<file path="src/rtl/pipe_stage_reg_pkg.sv">
// Shared definitions for the pipeline stage register.
//   pipe_state_e  : control FSM states; encoding equals the entry count.
//   PIPE_PC_RESET : default reset vector used by the PC stage.
`ifndef PIPE_STAGE_REG_PKG_SV
`define PIPE_STAGE_REG_PKG_SV
package pipe_stage_reg_pkg;

   typedef enum logic [1:0] {
      PIPE_ST_EMPTY = 2'd0,
      PIPE_ST_ONE   = 2'd1,
      PIPE_ST_TWO   = 2'd2
   } pipe_state_e;

   localparam logic [31:0] PIPE_PC_RESET = 32'h0040_0020;

endpackage
`endif

</file>
<file path="src/rtl/pipe_stage_entry.sv">
// Single WIDTH-wide storage entry of a pipeline stage.
//   clk, rst : clock (rising edge), asynchronous active-high reset
//   clr_i    : synchronous clear to RESET_VALUE (wins over load_i)
//   load_i   : capture d_i at the next rising edge
//   d_i      : data to load
//   q_o      : stored value
module pipe_stage_entry #(
   parameter int               WIDTH       = 32,
   parameter logic [WIDTH-1:0] RESET_VALUE = '0
) (
   input  logic             clk,
   input  logic             rst,
   input  logic             clr_i,
   input  logic             load_i,
   input  logic [WIDTH-1:0] d_i,
   output logic [WIDTH-1:0] q_o
);

   logic [WIDTH-1:0] data_q;

   always_ff @(posedge clk or posedge rst) begin
      if (rst)         data_q <= RESET_VALUE;
      else if (clr_i)  data_q <= RESET_VALUE;
      else if (load_i) data_q <= d_i;
   end

   assign q_o = data_q;

endmodule

</file>
<file path="src/rtl/pipe_stage_reg.sv">
// Pipeline stage register with valid/ready handshake, synchronous flush
// and configurable reset value.
// Build option: define PIPE_STAGE_REG_SKID_EN to add a skid entry, which
// makes in_ready a flop output (no combinational path from out_ready) and
// lets the stage hold two entries.
//   clk, rst            : clock (rising edge), asynchronous active-high reset
//   flush               : synchronous kill of all held entries
//   in_valid/in_ready   : upstream handshake, in_data payload
//   out_valid/out_ready : downstream handshake, out_data = head entry
//   occupancy           : entries held (0..2, 0..1 without skid)
module pipe_stage_reg
   import pipe_stage_reg_pkg::*;
#(
   parameter int               WIDTH       = 32,
   parameter logic [WIDTH-1:0] RESET_VALUE = '0
) (
   input  logic             clk,
   input  logic             rst,
   input  logic             flush,
   input  logic             in_valid,
   output logic             in_ready,
   input  logic [WIDTH-1:0] in_data,
   output logic             out_valid,
   input  logic             out_ready,
   output logic [WIDTH-1:0] out_data,
   output logic [1:0]       occupancy
);

   pipe_state_e      state_q, state_d;
   logic             accept, consume;
   logic             main_load;
   logic [WIDTH-1:0] main_d, main_q;
`ifdef PIPE_STAGE_REG_SKID_EN
   logic             skid_load;
   logic [WIDTH-1:0] skid_q;
   logic             in_ready_q, in_ready_d;
`endif

   assign accept  = in_valid && in_ready;
   assign consume = out_valid && out_ready;

   always_ff @(posedge clk or posedge rst) begin
      if (rst) state_q <= PIPE_ST_EMPTY;
      else     state_q <= state_d;
   end

   always_comb begin
      state_d   = state_q;
      main_load = 1'b0;
      main_d    = in_data;
`ifdef PIPE_STAGE_REG_SKID_EN
      skid_load = 1'b0;
`endif
      if (flush) begin
         state_d = PIPE_ST_EMPTY;
      end else begin
         case (state_q)
            PIPE_ST_EMPTY: begin
               if (accept) begin
                  state_d   = PIPE_ST_ONE;
                  main_load = 1'b1;
               end
            end
            PIPE_ST_ONE: begin
               if (accept && consume) begin
                  main_load = 1'b1;
               end else if (consume) begin
                  state_d = PIPE_ST_EMPTY;
`ifdef PIPE_STAGE_REG_SKID_EN
               end else if (accept) begin
                  state_d   = PIPE_ST_TWO;
                  skid_load = 1'b1;
`endif
               end
            end
`ifdef PIPE_STAGE_REG_SKID_EN
            PIPE_ST_TWO: begin
               if (consume) begin
                  state_d   = PIPE_ST_ONE;
                  main_load = 1'b1;
                  main_d    = skid_q;
               end
            end
`endif
            default: state_d = PIPE_ST_EMPTY;
         endcase
      end
   end

   pipe_stage_entry #(
      .WIDTH       (WIDTH),
      .RESET_VALUE (RESET_VALUE)
   ) u_main (
      .clk    (clk),
      .rst    (rst),
      .clr_i  (flush),
      .load_i (main_load),
      .d_i    (main_d),
      .q_o    (main_q)
   );

`ifdef PIPE_STAGE_REG_SKID_EN
   pipe_stage_entry #(
      .WIDTH       (WIDTH),
      .RESET_VALUE (RESET_VALUE)
   ) u_skid (
      .clk    (clk),
      .rst    (rst),
      .clr_i  (flush),
      .load_i (skid_load),
      .d_i    (in_data),
      .q_o    (skid_q)
   );

   // Ready is precomputed from the next state so it is a clean flop output.
   assign in_ready_d = (state_d != PIPE_ST_TWO);

   always_ff @(posedge clk or posedge rst) begin
      if (rst) in_ready_q <= 1'b1;
      else     in_ready_q <= in_ready_d;
   end

   assign in_ready  = in_ready_q;
   assign occupancy = state_q;
`else
   assign in_ready  = !out_valid || out_ready;
   assign occupancy = {1'b0, state_q == PIPE_ST_ONE};
`endif

   assign out_valid = (state_q != PIPE_ST_EMPTY);
   assign out_data  = main_q;

endmodule

</file>
<file path="config.mk">
export PLATFORM = sky130hd
export DESIGN_NAME = pipe_stage_reg
export DESIGN_NICKNAME = d
export VERILOG_FILES = /design/src/rtl/pipe_stage_reg_pkg.sv /design/src/rtl/pipe_stage_entry.sv /design/src/rtl/pipe_stage_reg.sv
export SDC_FILE = /design/constraint.sdc
export NUM_CORES = 1
export LEC_CHECK = 0
export BUFFER_PORTS_ARGS = -buffer_cell sky130_fd_sc_hd__buf_2
export CAP_MARGIN = 10
export CORE_AREA = 2 2 72 74
export DETAILED_ROUTE_END_ITERATION = 10
export DIE_AREA = 0 0 74 76
export PLACE_DENSITY = 0.57
export SLEW_MARGIN = 20
export SYNTH_ARGS = -nofsm -noshare
export SYNTH_HDL_FRONTEND = slang
export SYNTH_SLANG_ARGS = --single-unit
export TNS_END_PERCENT = 30
</file>
<file path="constraint.sdc">
create_clock -name clk -period 1.4 [get_ports clk]
set_input_delay 0 -clock clk [delete_from_list [all_inputs] [get_ports clk]]
set_output_delay 0 -clock clk [all_outputs]
set_load 0.005 [all_outputs]
</file>
# After elaboration in Yosys (flattened, before gate mapping)
# Cells that the tools add are included.
totals:
  register_bits: 34
classes:
  n_eq_ne: 4
  n_reduce_logical: 9
  mux: 11
ops:
  columns: ["operator", "count"]
  rows:
  - ["2-to-1 mux 32 bit", 2]
  - ["2-to-1 mux 2 bit", 4]
  - ["!= test 3 bit (second input constant)", 2]
  - ["one-hot mux 2 bit (2 select lines)", 1]
  - ["nonzero test 2 bit", 2]
  - ["logical AND 1 bit", 3]
  - ["2-to-1 mux 1 bit", 3]
  - ["!= test 3 x 2 -> 1 bit (second input constant)", 1]
  - ["AND reduction 3 bit", 1]
  - ["equality test 2 x 1 -> 1 bit (second input constant)", 1]
  - ["logical NOT 2 bit", 1]
  - ["one-hot mux 1 bit (2 select lines)", 1]
  - ["logical NOT 1 bit", 1]
  - ["logical OR 1 bit", 1]

# Longest topological paths before layout
depth:
  depth_word: 10
  depth_mapped: 5
  depth_no_buf: 3

# Hierarchy
# A second synthesis with hierarchy kept.
hier_totals:
  cells_unflattened: 113
  hier_area_um2: 1410.1
modules_own_cells:
  columns: ["mod", "area_each_um2", "seq_area_each_um2", "n_inst", "cells_per_inst"]
  rows:
  - ["pipe_stage_entry", 1327.5, 800.8, 1, 104]
  - ["pipe_stage_reg", 82.6, 25.0, 1, 9]

# Least setup slack after synthesis
# No wires, ideal clock.
synth_path:
  kind: "register to register"
  from: "reg state_q[0]"
  to: "reg u_main.data_q[0], in the netlist u_main.q_o[0]"
  synth_period_minus_slack_ps: 1089
  t_arrival_ps: 1013
  required_time_ps: 1324
  slack_ps: 311
  path_stages_with_launch: 6
  cell_sequence: "dfrtp_1 > nand2b_4 > buf_6 > buf_6 > a21bo_1 > a21oi_2"
synth_between:
  elab_chain_cells: 9
synth_lines:
  columns: ["element", "line", "text"]
  rows:
  - ["start, declared", "pipe_stage_reg.sv:29", "pipe_state_e state_q, state_d;"]
  - ["start signal, assigned", "pipe_stage_reg.sv:44", "else state_q <= state_d;"]
  - ["nonzero test 2 bit", "pipe_stage_reg.sv:130", "assign out_valid = (state_q != PIPE_ST_EMPTY);"]
  - ["logical NOT 1 bit", "pipe_stage_reg.sv:126", "assign in_ready = !out_valid || out_ready;"]
  - ["logical OR 1 bit", "pipe_stage_reg.sv:126", null]
  - ["logical AND 1 bit", "pipe_stage_reg.sv:39", "assign accept = in_valid && in_ready;"]
  - ["logical AND 1 bit", "pipe_stage_reg.sv:65", "if (accept && consume) begin"]
  - ["2-to-1 mux 1 bit", "pipe_stage_reg.sv:65", null]
  - ["one-hot mux 1 bit (2 select lines) (*)", "pipe_stage_reg.sv:57", "case (state_q)"]
  - ["2-to-1 mux 1 bit (*)", "pipe_stage_reg.sv:54", "if (flush) begin"]
  - ["nonzero test 2 bit (no line) (*)", null, null]
  - ["end signal, assigned", "pipe_stage_entry.sv:24", "else if (load_i) data_q <= d_i;"]
  - ["end, declared", "pipe_stage_entry.sv:19", "logic [WIDTH-1:0] data_q;"]
# Mark *: on every way between the ends. The rest lies on a longest branch, timed or not.
# A chain may end at the register's enable or synchronous reset.

# Worst setup path in the final report
layout_path:
  from: "reg state_q[0]"
  to: "out in_ready"
layout_between:
  elab_chain_cells: 3
layout_lines:
  columns: ["element", "line", "text"]
  rows:
  - ["nonzero test 2 bit", "pipe_stage_reg.sv:130", null]
  - ["logical NOT 1 bit", "pipe_stage_reg.sv:126", null]
  - ["logical OR 1 bit", "pipe_stage_reg.sv:126", null]
  - ["end, declared", "pipe_stage_reg.sv:21", "output logic in_ready,"]
# No other way between the ends.

==> results.txt <==
----------------------------------------------------
[Placement]
  RePlAce Congestion ... 0.689
  Pre-CTS worst setup slack ... 0.300 ns
  Port Buffer Count ... 71

[CTS]
  Clock insertion delay at the later pin of the skew report ... 0.28 ns
  Bufs on Longest Clock Path ... 2
  Library cell used as clock root buffer ... clkbuf_8
  Clock transition at the registers of the reported paths ... 0.06 ns
  Quantity of gates resized following cts ... 0
  Clock net sink count ... 33
  CTS Buf Count ... 5
  Clock tree from TritonCTS ... built
  Depth of the CTS H-tree ... 2

[Power]
  Power Total ... 2.11 mW
  Pwr/cell area ... 864 nW/um2
  Leak ... 1.21 nW
  Peak ir drop on the vdd network ... 0.000277 V

[Setup path]
  Worst Setup End Kind ... output port
  Setup crit start kind ... register
  Critical path arrival ... 1.11 ns
  Critical path required time ... 1.40 ns
  CP Class ... reg2out
  Maximum net fanout on the critical path ... 28

[Timing]
  Final count of pins violating max slew ... 0
  Post-layout minimum cycle time ... 1.11 ns
  Period Utilization, post-route ... 79.6%
  Final count of negative-setup-slack endpoints ... 0
  RSZ-0062 raised after global routing ... no
  Setup TNS ... 0 ns
  Worst Setup Slack, final ... 0.285 ns
  Final clock skew ... 0.00226 ns
  Final count of hold timing violations ... 0
  F_max ... 897 MHz

[Global route]
  Antenna violations before repair ... 0
  Number of global-route vias before repair ... 1386
  Overflow after GRT ... 0
  Wire length of the first global-routing pass ... 6.40 mm
  GRT Overall Usage ... 14.5%
  Pin count of the biggest net entering global routing ... 66

[Worst hold path]
  Worst min-delay path class ... in2reg

[Floorplanning]
  Chip width ... 74 um
  Initial core utilization ... 33.2%
  Die area ... 5620 um2
  Number of cell rows ... 26
  Area inside the core boundary ... 4910 um2
  Vertical extent of the die ... 76 um
  Boundary pin count ... 73

[Synth]
  Instance count of the mapped netlist ... 154
  Yosys top cell area share ... 50.6%
  FF+latch count, synth ... 33
  Syn_area_per_cell ... 10.6 um2
  Syn. warnings ... 0
  Cell accounting for the most synthesized area ... dfrtp_1
  Portion of the post-synthesis area used by sequential elements ... 50.6%
  Post-synthesis cell area ... 1630 um2
  Net count after synthesis ... 191
  Dominant cells by area after synthesis ... dfrtp_1, a21bo_2, nand3_1
  Number of distinct standard cells referenced by the synthesized netlist ... 14

[Cells and area]
  Relative area change from synthesis to final layout ... 50.0%
  Antenna diodes ... 0
  Proportion of layout cells with a drive suffix above 1 ... 45.4%
  Total number of nets in the final design ... 287
  Fillcell total ... 471

[Routing]
  Via total after detailed routing ... 1471
  Post-detailed-route count of antenna-violating nets ... 0
  Pre-Repair DR Iteration Count ... 3
  Total wire length ... 4.01 mm
  Number of vias per cell after detailed routing ... 4.58
  Drt drc ... 0
  Number of DRC violations after detailed-routing iteration 0 ... 101
  Average wire length per cell after detail routing ... 12.5 um

[Run status]
  Outcome ... finished clean

[Job]
  Max cap viols ... 0

----------------------------------------------------
==> routing by layer <==
metal	wire (um)	up-vias	GRT usage, %
met4	63	0	6.18
met5	0	-	0
met1	1880	686	19.3
met2	1830	46	22.2
met3	236	6	3.70
li1	-	733	-
==> cell usage after synthesis, drive strengths merged <==
master and number:
dfrtp 33, nand3 32, a21bo 32, inv 2, clkbuf 5, buf 15, a21oi 33, conb 1
nand2b 1
==> path summary, 6_finish.rpt <==
| kind | start | to | slack, ns | depth (start not counted) |
|---|---|---|---|---|
| worst max-delay path | state_q[0] | in_ready | 0.29 | 3 |
| worst min-delay path | in_valid | state_q[0] | 0.21 | 4 |
| worst max register to register | state_q[0] | u_main.q_o[18] | 0.29 | 4 |
| worst min register to register | u_main.q_o[17] | u_main.q_o[17] | 0.63 | 2 |
| max in group asynchronous | rst | u_main.q_o[2] | 0.75 | 4 |
| min in group asynchronous | rst | u_main.q_o[10] | 0.35 | 4 |
==> where the power goes <==
group | internal, mW | switching (mW)
sequential | 1.01 | 0.0241
combinational | 0.228 | 0.181
clock | 0.353 | 0.322
total | 1.59 | 0.527
==> sequential cells by signal, summed over array words and instances (netlist names) <==
signal,cells
state_q,1
u_main.q_o,32
==> through the flow <==
step | utilization (%) | hold WS (ns) | cells | instance area, um2
global route | 49.8 | 0.213 | 321 | 2450
detailed placement | 41.5 | 0.114 | 280 | 2040
global placement | 41.5 | 0.124 | 280 | 2040
finish | 49.8 | 0.212 | 321 | 2450
floorplan | - | 0.129 | 154 | 1630
CTS | 49.8 | 0.204 | 321 | 2450
==> placed cells by master (no fill, tap or decap) <==
cell / synthesis / layout
inv_1: 2 / 2
clkbuf_1: 4 / 3
dlygate4sd3_1: 0 / 33
a21oi_2: 6 / 6
buf_12: 0 / 3
dfrtp_1: 33 / 33
clkbuf_8: 0 / 5
nand3_1: 32 / 32
buf_2: 11 / 71
a21bo_2: 26 / 26
nand2b_4: 1 / 1
a21oi_1: 27 / 27
buf_4: 2 / 2
a21bo_1: 6 / 6
conb_1: 1 / 1
==> cell type report <==
cell class / instances / area (um2) / share of cell area, %
tap: 70 / 87.6 / 3.58
timing repair buffer: 109 / 761 / 31.1
clock buffer: 8 / 80.1 / 3.27
inverter: 2 / 7.51 / 0.307
sequential: 33 / 826 / 33.7
multi-input combinational: 99 / 686 / 28.0
==> logic make-up after synthesis <==
| family | synth area share, % |
|---|---|
| compound gates | 31.1 |
| buf+inv | 7.36 |
| flops | 50.6 |
| other cells | 0.230 |
| simple gates | 10.7 |
==> repair_timing <==
action,4_1_cts,5_1_grt
hold buffers,33,0
buffers inserted,0,0
hold endpoints to repair,65,0
endpoints found under the setup margin,0,0
==> critical path, stage by stage (launching register included) <==
cell      delay (ns)
dfrtp_1         0.42
nand2b_4        0.11
buf_12          0.17
buf_2           0.13
(Power assumes the default switching activity.)
